File: config.mk
export PLATFORM = sky130hd
export DESIGN_NAME = dac_spi_scheduler_flat
export DESIGN_NICKNAME = d
export VERILOG_FILES = /design/src/rtl/dac_spi_scheduler_pkg.sv /design/src/rtl/dac_spi_scheduler_if.sv /design/src/rtl/dac_spi_scheduler_rr.sv /design/src/rtl/dac_spi_scheduler.sv /design/src/flat_wrapper.sv
export SDC_FILE = /design/constraint.sdc
export NUM_CORES = 1
export LEC_CHECK = 0
export CORE_MARGIN = 8
export CORE_UTILIZATION = 50
export DETAILED_ROUTE_END_ITERATION = 16
export GPL_TIMING_DRIVEN = 0
export PLACE_DENSITY = 0.83
export SYNTH_ARGS = -nofsm -noshare
export SYNTH_HDL_FRONTEND = slang
export SYNTH_SLANG_ARGS = --single-unit
File: constraint.sdc
create_clock -name clk -period 3.9 [get_ports clk]
set_input_delay 0.78 -clock clk [delete_from_list [all_inputs] [get_ports clk]]
set_output_delay 0.78 -clock clk [all_outputs]
set_load 0.02 [all_outputs]
File: src/rtl/dac_spi_scheduler_pkg.sv
// Shared definitions for the quad MEMS DAC SPI scheduler.
//   - DAC command codes and channel addresses
//   - scheduler state encoding
//   - make_dac_word(): packs {2'b00, cmd, addr, code} into a 24-bit DAC frame
package dac_spi_pkg;
  localparam int NUM_CH = 4;
  localparam int CODE_W = 16;
  localparam int WORD_W = 24;

  localparam logic [2:0] CMD_WRITE_UPDATE = 3'b011;
  localparam logic [2:0] CMD_SW_RESET     = 3'b101;
  localparam logic [2:0] CMD_LDAC         = 3'b110;

  localparam logic [2:0] CH_A = 3'd0;
  localparam logic [2:0] CH_B = 3'd1;
  localparam logic [2:0] CH_C = 3'd2;
  localparam logic [2:0] CH_D = 3'd3;

  typedef enum logic [2:0] {
    ST_IDLE, ST_INIT0, ST_INIT1, ST_ARB, ST_XFER, ST_GAP, ST_ERROR
  } state_e;

  function automatic logic [WORD_W-1:0] make_dac_word(input logic [2:0] cmd,
                                                      input logic [2:0] addr,
                                                      input logic [CODE_W-1:0] code);
    return {2'b00, cmd, addr, code};
  endfunction
endpackage

File: src/rtl/dac_spi_scheduler_if.sv
// Requester + SPI master bundle of the DAC scheduler.
//   master : scheduler side (drives acks and the SPI start/data)
//   slave  : requesters / SPI master side
//   req_valid/req_code/req_ack : per-channel request handshake, channel i at bit i / code [16i+15:16i]
//   spi_start/spi_data/spi_done: frame launch, 24-bit word, frame-finished pulse
interface dac_spi_scheduler_if;
  import dac_spi_pkg::*;
  logic [NUM_CH-1:0]        req_valid;
  logic [NUM_CH*CODE_W-1:0] req_code;
  logic [NUM_CH-1:0]        req_ack;
  logic                     spi_start;
  logic [WORD_W-1:0]        spi_data;
  logic                     spi_done;

  modport master (input req_valid, req_code, spi_done, output req_ack, spi_start, spi_data);
  modport slave  (output req_valid, req_code, spi_done, input req_ack, spi_start, spi_data);
endinterface

File: src/rtl/dac_spi_scheduler_rr.sv
// Four-way round-robin arbiter.
//   valid : request vector, bit0 = A
//   en    : a grant is being taken this cycle; pointer moves past the winner
//   any   : at least one request
//   grant : first valid index at or after the pointer, wrapping D->A
//   ptr_q : current round-robin pointer
module rr_arbiter4
  import dac_spi_pkg::*;
(
  input  logic              clk,
  input  logic              rst,
  input  logic [NUM_CH-1:0] valid,
  input  logic              en,
  output logic              any,
  output logic [1:0]        grant,
  output logic [1:0]        ptr_q
);
  logic [1:0] ptr_d;
  logic [1:0] idx;

  always_comb begin
    any   = |valid;
    grant = ptr_q;
    idx   = '0;
    // Walk offsets from far to near so the closest valid index wins.
    for (int k = NUM_CH - 1; k >= 0; k--) begin
      idx = ptr_q + 2'(k);
      if (valid[idx]) grant = idx;
    end
    ptr_d = (en && any) ? grant + 2'd1 : ptr_q;
  end

  always_ff @(posedge clk) begin
    if (rst) ptr_q <= '0;
    else     ptr_q <= ptr_d;
  end
endmodule

File: src/rtl/dac_spi_scheduler.sv
// Owns the single SPI master for the quad 16-bit DAC: power-up init (software reset,
// LDAC setup), round-robin sharing among four requesters, inter-frame gap pacing and
// a watchdog on each frame.
//   clk, rst    : clock, synchronous active-high reset
//   init_start  : pulse, (re)run init; clears err
//   bus         : requester handshake and SPI start/data/done
//   init_done   : set when the LDAC-setup frame completes
//   busy        : high except in IDLE and in ARB with no request
//   err         : sticky watchdog expiry
module dac_spi_scheduler
  import dac_spi_pkg::*;
#(
  parameter bit                AUTO_INIT      = 1'b1,
  parameter logic [WORD_W-1:0] INIT_WORD0     = 24'h280001,
  parameter logic [WORD_W-1:0] INIT_WORD1     = 24'h30000F,
  parameter int unsigned       GAP_CYCLES     = 4,
  parameter int unsigned       TIMEOUT_CYCLES = 4096
)(
  input  logic                clk,
  input  logic                rst,
  input  logic                init_start,
  dac_spi_scheduler_if.master bus,
  output logic                init_done,
  output logic                busy,
  output logic                err
);
  localparam int WD_W  = $clog2(TIMEOUT_CYCLES + 1);
  localparam int GAP_W = (GAP_CYCLES > 0) ? $clog2(GAP_CYCLES + 1) : 1;

  state_e              state_q, state_d, nxt;
  logic [WD_W-1:0]     wd_q, wd_d;
  logic [GAP_W-1:0]    gap_q, gap_d;
  logic                ret_arb_q, ret_arb_d;  // after the gap: 1 = ARB, 0 = INIT1
  logic                pend_q, pend_d;        // init_start seen mid-frame, not yet taken
  logic                init_done_q, init_done_d, err_q, err_d;
  logic                start_q, start_d;
  logic [NUM_CH-1:0]   ack_q, ack_d;
  logic [WORD_W-1:0]   data_q, data_d;
  logic                take, arb_en, arb_any, ret_now;
  logic [1:0]          grant, rr_ptr;
  state_e              post_st;

  rr_arbiter4 u_arb (
    .clk(clk), .rst(rst), .valid(bus.req_valid), .en(arb_en),
    .any(arb_any), .grant(grant), .ptr_q(rr_ptr)
  );

  // Where a finished frame (or an expired gap) leads; a pending init restart wins.
  assign ret_now = (state_q == ST_GAP) ? ret_arb_q : (state_q != ST_INIT0);
  assign post_st = (pend_q || init_start) ? ST_INIT0 : (ret_now ? ST_ARB : ST_INIT1);

  always_comb begin
    state_d     = state_q;
    wd_d        = wd_q;
    gap_d       = gap_q;
    ret_arb_d   = ret_arb_q;
    pend_d      = pend_q | init_start;
    init_done_d = init_done_q & ~init_start;
    err_d       = err_q;
    start_d     = 1'b0;
    ack_d       = '0;
    data_d      = data_q;
    arb_en      = 1'b0;
    take        = 1'b0;
    nxt         = ST_ARB;

    case (state_q)
      ST_IDLE: if (AUTO_INIT || init_start) begin take = 1'b1; nxt = ST_INIT0; end
      ST_INIT0, ST_INIT1, ST_XFER: begin
        if (bus.spi_done) begin
          ret_arb_d = ret_now;
          if (state_q == ST_INIT1 && !(pend_q || init_start)) init_done_d = 1'b1;
          if (GAP_CYCLES == 0) begin
            take = 1'b1;
            nxt  = post_st;
          end else begin
            state_d = ST_GAP;
            gap_d   = '0;
          end
        end else if (wd_q >= WD_W'(TIMEOUT_CYCLES - 1)) begin
          // done arriving in this same cycle was taken above as success
          state_d     = ST_ERROR;
          err_d       = 1'b1;
          init_done_d = 1'b0;
        end else begin
          wd_d = (&wd_q) ? wd_q : wd_q + 1'b1;
        end
      end
      ST_GAP: begin
        if (gap_q >= GAP_W'(GAP_CYCLES - 1)) begin
          take = 1'b1;
          nxt  = post_st;
        end else begin
          gap_d = gap_q + 1'b1;
        end
      end
      ST_ARB: begin
        if (pend_q || init_start) begin
          take = 1'b1;
          nxt  = ST_INIT0;
        end else if (arb_any) begin
          arb_en       = 1'b1;
          start_d      = 1'b1;
          ack_d[grant] = 1'b1;
          data_d       = make_dac_word(CMD_WRITE_UPDATE, {1'b0, grant},
                                       bus.req_code[{grant, 4'b0000} +: CODE_W]);
          wd_d         = '0;
          state_d      = ST_XFER;
        end
      end
      ST_ERROR: if (init_start) begin err_d = 1'b0; take = 1'b1; nxt = ST_INIT0; end
      default: state_d = ST_IDLE;
    endcase

    if (take) begin
      case (nxt)
        ST_INIT0: begin
          start_d = 1'b1; data_d = INIT_WORD0; wd_d = '0; pend_d = 1'b0; state_d = ST_INIT0;
        end
        ST_INIT1: begin
          start_d = 1'b1; data_d = INIT_WORD1; wd_d = '0; state_d = ST_INIT1;
        end
        default: state_d = ST_ARB;
      endcase
    end
  end

  always_ff @(posedge clk) begin
    if (rst) begin
      state_q     <= ST_IDLE;
      wd_q        <= '0;
      gap_q       <= '0;
      ret_arb_q   <= 1'b0;
      pend_q      <= 1'b0;
      init_done_q <= 1'b0;
      err_q       <= 1'b0;
      start_q     <= 1'b0;
      ack_q       <= '0;
      data_q      <= '0;
    end else begin
      state_q     <= state_d;
      wd_q        <= wd_d;
      gap_q       <= gap_d;
      ret_arb_q   <= ret_arb_d;
      pend_q      <= pend_d;
      init_done_q <= init_done_d;
      err_q       <= err_d;
      start_q     <= start_d;
      ack_q       <= ack_d;
      data_q      <= data_d;
    end
  end

  assign bus.spi_start = start_q;
  assign bus.spi_data  = data_q;
  assign bus.req_ack   = ack_q;
  assign init_done     = init_done_q;
  assign err           = err_q;
  assign busy          = !((state_q == ST_IDLE) || (state_q == ST_ARB && !arb_any));
endmodule

File: src/flat_wrapper.sv
// flat-port wrapper written by rule: the top's interface ports become plain ports
module dac_spi_scheduler_flat import dac_spi_pkg::*;
#(
  parameter bit                AUTO_INIT      = 1'b1,
  parameter logic [WORD_W-1:0] INIT_WORD0     = 24'h280001,
  parameter logic [WORD_W-1:0] INIT_WORD1     = 24'h30000F,
  parameter int unsigned       GAP_CYCLES     = 4,
  parameter int unsigned       TIMEOUT_CYCLES = 4096
)
  (clk, rst, init_start, init_done, busy, err, bus_req_valid, bus_req_code, bus_spi_done, bus_req_ack, bus_spi_start, bus_spi_data);
  dac_spi_scheduler_if bus_i ();
  input  logic clk;
  input  logic rst;
  input  logic init_start;
  output logic init_done;
  output logic busy;
  output logic err;
  input wire logic [$bits(bus_i.req_valid)-1:0] bus_req_valid;
  input wire logic [$bits(bus_i.req_code)-1:0] bus_req_code;
  input wire logic [$bits(bus_i.spi_done)-1:0] bus_spi_done;
  output wire logic [$bits(bus_i.req_ack)-1:0] bus_req_ack;
  output wire logic [$bits(bus_i.spi_start)-1:0] bus_spi_start;
  output wire logic [$bits(bus_i.spi_data)-1:0] bus_spi_data;
  assign bus_i.req_valid = bus_req_valid;
  assign bus_i.req_code = bus_req_code;
  assign bus_i.spi_done = bus_spi_done;
  assign bus_req_ack = bus_i.req_ack;
  assign bus_spi_start = bus_i.spi_start;
  assign bus_spi_data = bus_i.spi_data;
  dac_spi_scheduler #(.AUTO_INIT(AUTO_INIT), .INIT_WORD0(INIT_WORD0), .INIT_WORD1(INIT_WORD1), .GAP_CYCLES(GAP_CYCLES), .TIMEOUT_CYCLES(TIMEOUT_CYCLES)) u_core (.clk(clk), .rst(rst), .init_start(init_start), .bus(bus_i), .init_done(init_done), .busy(busy), .err(err));
endmodule
=== Word-level counts from Yosys, hierarchy flattened ===
Index checks and enable logic that the tools add are counted.

* Memories kept: 0
* Memory bits (read-only): 0
* Bits of input ports: 72
* Register bits after elaboration: 54
* Logic and storage cells: 134
* Output and inout port bits: 32
* RAM bits: 0
* Latch bits: 0

* Shift-type cells: 1
* $lt $le $gt $ge: 8
* Divide/modulo/power cells: 0
* Multipliers: 0
* $add $sub $neg: 6
* Eq/ne operators: 18
* Reductions and logical operators: 22
* Bitwise operators: 5
* Mux-type cells: 63

{| class="wikitable"
|+ Operators with widths
! kind !! count
|-
| 24-bit two-way mux || 4
|-
| 13-bit two-way mux || 7
|-
| 64-bit by 7-bit indexed part select with 16-bit output || 1
|-
| 24-bit case mux with 2 select lines || 1
|-
| 3-bit two-way mux || 9
|-
| 13-bit case mux with 2 select lines || 1
|-
| 1-bit two-way mux || 24
|-
| 2-bit by 3-bit less-than comparator with 1-bit output, second input constant || 5
|-
| 13-bit by 1-bit adder with 13-bit output, second input constant || 1
|-
| 13-bit by 12-bit greater-or-equal comparator with 1-bit output, second input constant || 1
|-
| 13-bit AND reduction || 1
|-
| 2-bit two-way mux || 6
|-
| 3-bit case mux with 4 select lines || 1
|-
| 3-bit by 2-bit equality test with 1-bit output, second input constant || 3
|-
| 3-bit equality test, second input constant || 3
|-
| 3-bit case mux with 3 select lines || 1
|-
| 1-bit binary-select mux with 2-bit select || 4
|-
| 2-bit != test, second input constant || 4
|-
| 4-bit AND reduction || 2
|-
| 4-bit OR reduction || 2
|-
| 3-bit by 1-bit equality test with 1-bit output, second input constant || 2
|-
| 3-bit by 1-bit != test with 1-bit output, second input constant || 2
|-
| 3-bit case mux with 2 select lines || 1
|-
| 3-bit OR reduction || 2
|-
| 23 further kinds || 35
|}

=== Longest topological paths before layout ===
* Depth after elaboration: 13
* Depth in mapped cells: 14
* Depth with buffers taken out: 13

=== Cells and area by module ===
A second synthesis with hierarchy kept.

* Cells, all modules: 348
* Area, all modules: 3,029.2 µm²

{| class="wikitable"
|+ Modules (own cells, without submodules)
! module !! times used !! area each (µm²) !! cells an instance !! seq. area each (µm²)
|-
| dac_spi_scheduler || 1 || 2,836.5 || 324 || 1,041.0
|-
| rr_arbiter4 || 1 || 192.7 || 24 || 40.0
|}

=== Worst setup path before layout ===
No wires, ideal clock.

* Kind: register to register
* From: register u_core.gap_q[0]
* To: register u_core.data_q[11] (netlist: u_core.bus.spi_data[11])
* Path buffers: 1
* Arrival time: 2,622 ps
* Library setup time: 59 ps
* Slack: 1,219 ps
* Required time: 3,841 ps
* Stages on the path, launching flop included: 13
* Period minus slack after synthesis: 2,681 ps
* Cells stage by stage: dfxtp_1 > ha_1 > ha_1 > a211oi_2 > or2_2 > or4_1 > ha_1 > inv_1 > o22ai_2 > nand3_2 > buf_2 > o22ai_1 > a31o_1

* Cells in the longest elaborated chain, start to end: 6
* Elaborated cells on any way between the ends: 9
* Classes of those cells: order compare (1); eq/ne (2); mux (6)

{| class="wikitable"
|+ Ends and longest elaborated chain
! item !! RTL line !! RTL
|-
| from (decl) || dac_spi_scheduler.sv:32 || <nowiki>logic [GAP_W-1:0] gap_q, gap_d;</nowiki>
|-
| from (signal assigned) || dac_spi_scheduler.sv:143 || <nowiki>gap_q <= gap_d;</nowiki>
|-
| 3-bit by 2-bit greater-or-equal comparator with 1-bit output (*) || dac_spi_scheduler.sv:90 || <nowiki>if (gap_q >= GAP_W'(GAP_CYCLES - 1)) begin</nowiki>
|-
| 3-bit two-way mux || dac_spi_scheduler.sv:90 ||
|-
| 3-bit case mux with 4 select lines || dac_spi_scheduler.sv:67 || <nowiki>case (state_q)</nowiki>
|-
| 3-bit by 2-bit equality test with 1-bit output or 3-bit by 1-bit equality test with 1-bit output (tied branches) || dac_spi_scheduler.sv:116 || <nowiki>case (nxt)</nowiki>
|-
| 24-bit case mux with 2 select lines || dac_spi_scheduler.sv:116 ||
|-
| 24-bit two-way mux (*) || dac_spi_scheduler.sv:115 || <nowiki>if (take) begin</nowiki>
|-
| to (signal assigned) || dac_spi_scheduler.sv:150 || <nowiki>data_q <= data_d;</nowiki>
|-
| to (decl) || dac_spi_scheduler.sv:38 || <nowiki>logic [WORD_W-1:0] data_q, data_d;</nowiki>
|}

Every way passes the cells marked *; elsewhere a longest branch is shown, timed or not.
A chain may end at the register's enable or synchronous reset.

=== Worst setup path in the final report ===
* From: input port bus_req_valid[0]
* To: output port busy

* Cells in the longest elaborated chain, start to end: 5

{| class="wikitable"
|+ Ends and longest elaborated chain
! item !! RTL line !! RTL
|-
| from (decl) || flat_wrapper.sv:18 || <nowiki>input wire logic [$bits(bus_i.req_valid)-1:0] bus_req_valid;</nowiki>
|-
| 4-bit OR reduction || dac_spi_scheduler_rr.sv:22 || <nowiki>any = |valid;</nowiki>
|-
| 1-bit logical NOT || dac_spi_scheduler.sv:159 || <nowiki>assign busy = !((state_q == ST_IDLE) || (state_q == ST_ARB && !arb_any));</nowiki>
|-
| 1-bit logical AND || dac_spi_scheduler.sv:159 ||
|-
| 1-bit logical OR || dac_spi_scheduler.sv:159 ||
|-
| 1-bit logical NOT || dac_spi_scheduler.sv:159 ||
|-
| to (decl) || flat_wrapper.sv:16 || <nowiki>output logic busy;</nowiki>
|}

No other way between the ends.

==> metrics <==
status finished clean; layout cells sized above 1 about a tenth; Pint between 1 and 1.5 mW; worst hold path class flop to flop; number of fill cells ~500; CTS tree done; vias in the first global route around 3100; Req. time, crit path ~3.1 ns; initial drt markers around 210; initial core utilization between 50% and 60%; Via density ~5.8; area of the multi-input gates about 1900 um^2; Detailed Routing Iterations Pass 1 6; first-pass GRT wire length 14990 um; area leader, netlist dfxtp_1; Post-Route Setup TNS 0 ns; switch share roughly 43%; crit path kind input pin to primary output; Root Buffer clkbuf_8; Reg power frac between 30% and 40%; Core Rows 29; post-cts resize count 0; Worst setup EP type primary output; Mapped Cells approximately 350; RSZ-0062 raised after global routing false; Hold Vio Cnt, Final 0; Clock Tree Buf Depth 2; post-synthesis sequential element count 54; crit path max fanout 5; Post-synth EDFFs 0; synth unique cells 64; Detailed Route WL ~9400 um; CTS Hold Buffers Added 0; post-synth top area share between 30% and 40%; crit path DAT around 2.6 ns; most common cell in the netlist dfxtp_1; ANT cells 0; YS warnings 0; Seq/Total Area, Yosys 34.59%; H-tree lvl count 2; Storage cell area between 1000 and 1500 um^2; Placer Congestion 0.8668; Finished Layout Cells 538; Worst Skew 0.01110 ns; P&R area growth vs syn 39.47%; DRC viols 0; placed cell count between 500 and 600; Setup-failing EPs final 0; Slew HR around half; PortBufs a little over 100; Peak VDD IR ~0.35 mV; pin count of the biggest net entering global routing 19; net switching power ~0.95 mW; die area ~9000 um^2; CTS Sinks 54; postcts setup bufs 0; Post-synth ARST share 0%; Worst Setup Start Kind input pin; initial antenna violation count 0; drt wl/cell between 15 and 20 um; Tmin final ~3.4 ns; Max Cap Viol 0; pwr/cell area roughly 500 nW/um^2; core area approximately 6200 um^2; total gr overflow 0; Num CTS Buffers 5; Final Max Tran Viols 0; Fin Hold WS between 0.4 and 0.5 ns; antenna viol nets, final 0; Mapped Area 3125 um^2; Slew @ Worst Pin between 0.7 and 0.8 ns; Syn Area/Cell approximately 8.9 um^2; top cells by count, synth dfxtp_1 (54), mux2i_1 (32), nand2_1 (32); GRT Overall Usage approximately a fifth; Nets between 500 and 600; Syn Nets 434; Top Ports 104; clock network power share between 10% and 20%; top post-synthesis cells by area dfxtp_1 (35%), mux2i_1 (10%), ha_1 (4.4%); part of the power in combinational logic about half; Via Count 3125; clock-pin slew on the worst setup and hold paths ~0.090 ns; Max Freq between 200 and 300 MHz; die height around 95 um; fin crit share 86.61%; LEAKAGE between 1.5 and 2 nW; DIE WIDTH between 90 and 100 um; Worst-Skew Late Latency slightly above 0.3 ns; Most used DFF post-synth dfxtp_1; hpwl dp roughly 7500 um
-- registers in the layout, summed over array words and instances (netlist names) --
| name | count |
|---|---|
| u_core.pend_q | 1 |
| u_core.ret_arb_q | 1 |
| u_core.bus.spi_start | 1 |
| u_core.bus.req_ack | 4 |
| u_core.bus.spi_data | 24 |
| u_core.state_q | 3 |
| u_core.wd_q | 13 |
| u_core.u_arb.ptr_q | 2 |
| u_core.init_done | 1 |
| u_core.gap_q | 3 |
| u_core.err | 1 |
-- layout make-up --
class	count	area share [%]
repair buffers	102	23.42
well taps	77	2.210
clock buffers	5	1.579
inverters	11	0.9472
flip-flops and latches	54	24.80
plain buffers	18	2.583
multi-input cells	268	43.37
clock inverters	3	1.091
-- cells in the final DEF (no fill, tap or decap), drive strengths merged, types with 3 or more instances in the layout --
cell type,instances
clkbuf,13
and3,12
nand2,33
or2,3
nor3,13
a211oi,10
a2111oi,3
mux2,3
a21oi,18
ha,11
clkdlybuf4s50,102
a311oi,6
o21ai,16
mux2i,32
dfxtp,54
a31o,12
nand3,9
buf,10
inv,12
o22ai,15
a31oi,9
nor2b,3
nor2,28
-- path summary, 6_finish.rpt --
| kind | cells past startpoint | end | slack (ns) | start |
|---|---|---|---|---|
| max | 5 | busy | 0.52 | bus_req_valid[0] |
| min | 2 | u_core.bus.spi_data[21]$_SDFF_PP0_ | 0.46 | u_core.bus.spi_data[21]$_SDFF_PP0_ |
| min reg2reg | 2 | u_core.bus.spi_data[21]$_SDFF_PP0_ | 0.46 | u_core.bus.spi_data[21]$_SDFF_PP0_ |
| max reg2reg | 12 | u_core.bus.spi_data[6]$_SDFF_PP0_ | 0.83 | u_core.gap_q[0]$_SDFFE_PP0P_ |
-- cells by family after synthesis --
group                    after synthesis  share of synthesized area, %
buffers and inverters                 29                         4.924
XOR/XNOR                               2                        0.8008
AND/OR/NAND/NOR                      114                         18.74
multiplexers                          35                         11.33
AO/OA/AOI/OAI                        106                         25.22
flip-flops                            54                         34.59
adder cells (fa/ha/maj)               11                         4.403
-- critical path, stage by stage --
cell             delay (ns)
clkdlybuf4s50_1        0.48
or4_4                  0.59
nor2_1                 0.10
o21ai_0                0.09
clkdlybuf4s50_1        0.56
-- metal layers --
layer	vias up	share of wire (%)	global-route usage (%)
li1	1525	-	-
met3	17	5.5	4.331
met4	0	1.6	5.852
met2	112	50	34.70
met1	1471	42	25.72
met5	-	0	0
-- through the flow --
step / util (%) / power, mW / worst slack, ns / cell area [um^2]
2_1_floorplan: - / 1.437 / 1.219 / 3126
3_3_place_gp: 68.38 / 1.793 / 0.5301 / 4243
3_5_place_dp: 68.38 / 1.816 / 0.5142 / 4243
6_report: 70.26 / 2.217 / 0.5221 / 4359
5_1_grt: 70.26 / 2.367 / 0.4567 / 4359
4_1_cts: 70.26 / 2.210 / 0.5160 / 4359
-- power groups by stage --
stage | Combinational (mW) | Clock (mW) | Sequential (mW)
after floorplan | 0.692 | 0 | 0.745
after global placement | 1.10 | 0 | 0.698
after detailed placement | 1.12 | 0 | 0.699
after CTS | 1.13 | 0.396 | 0.688
after global routing | 1.25 | 0.421 | 0.698
final | 1.13 | 0.392 | 0.690
Power figures use the tool's default switching activity.
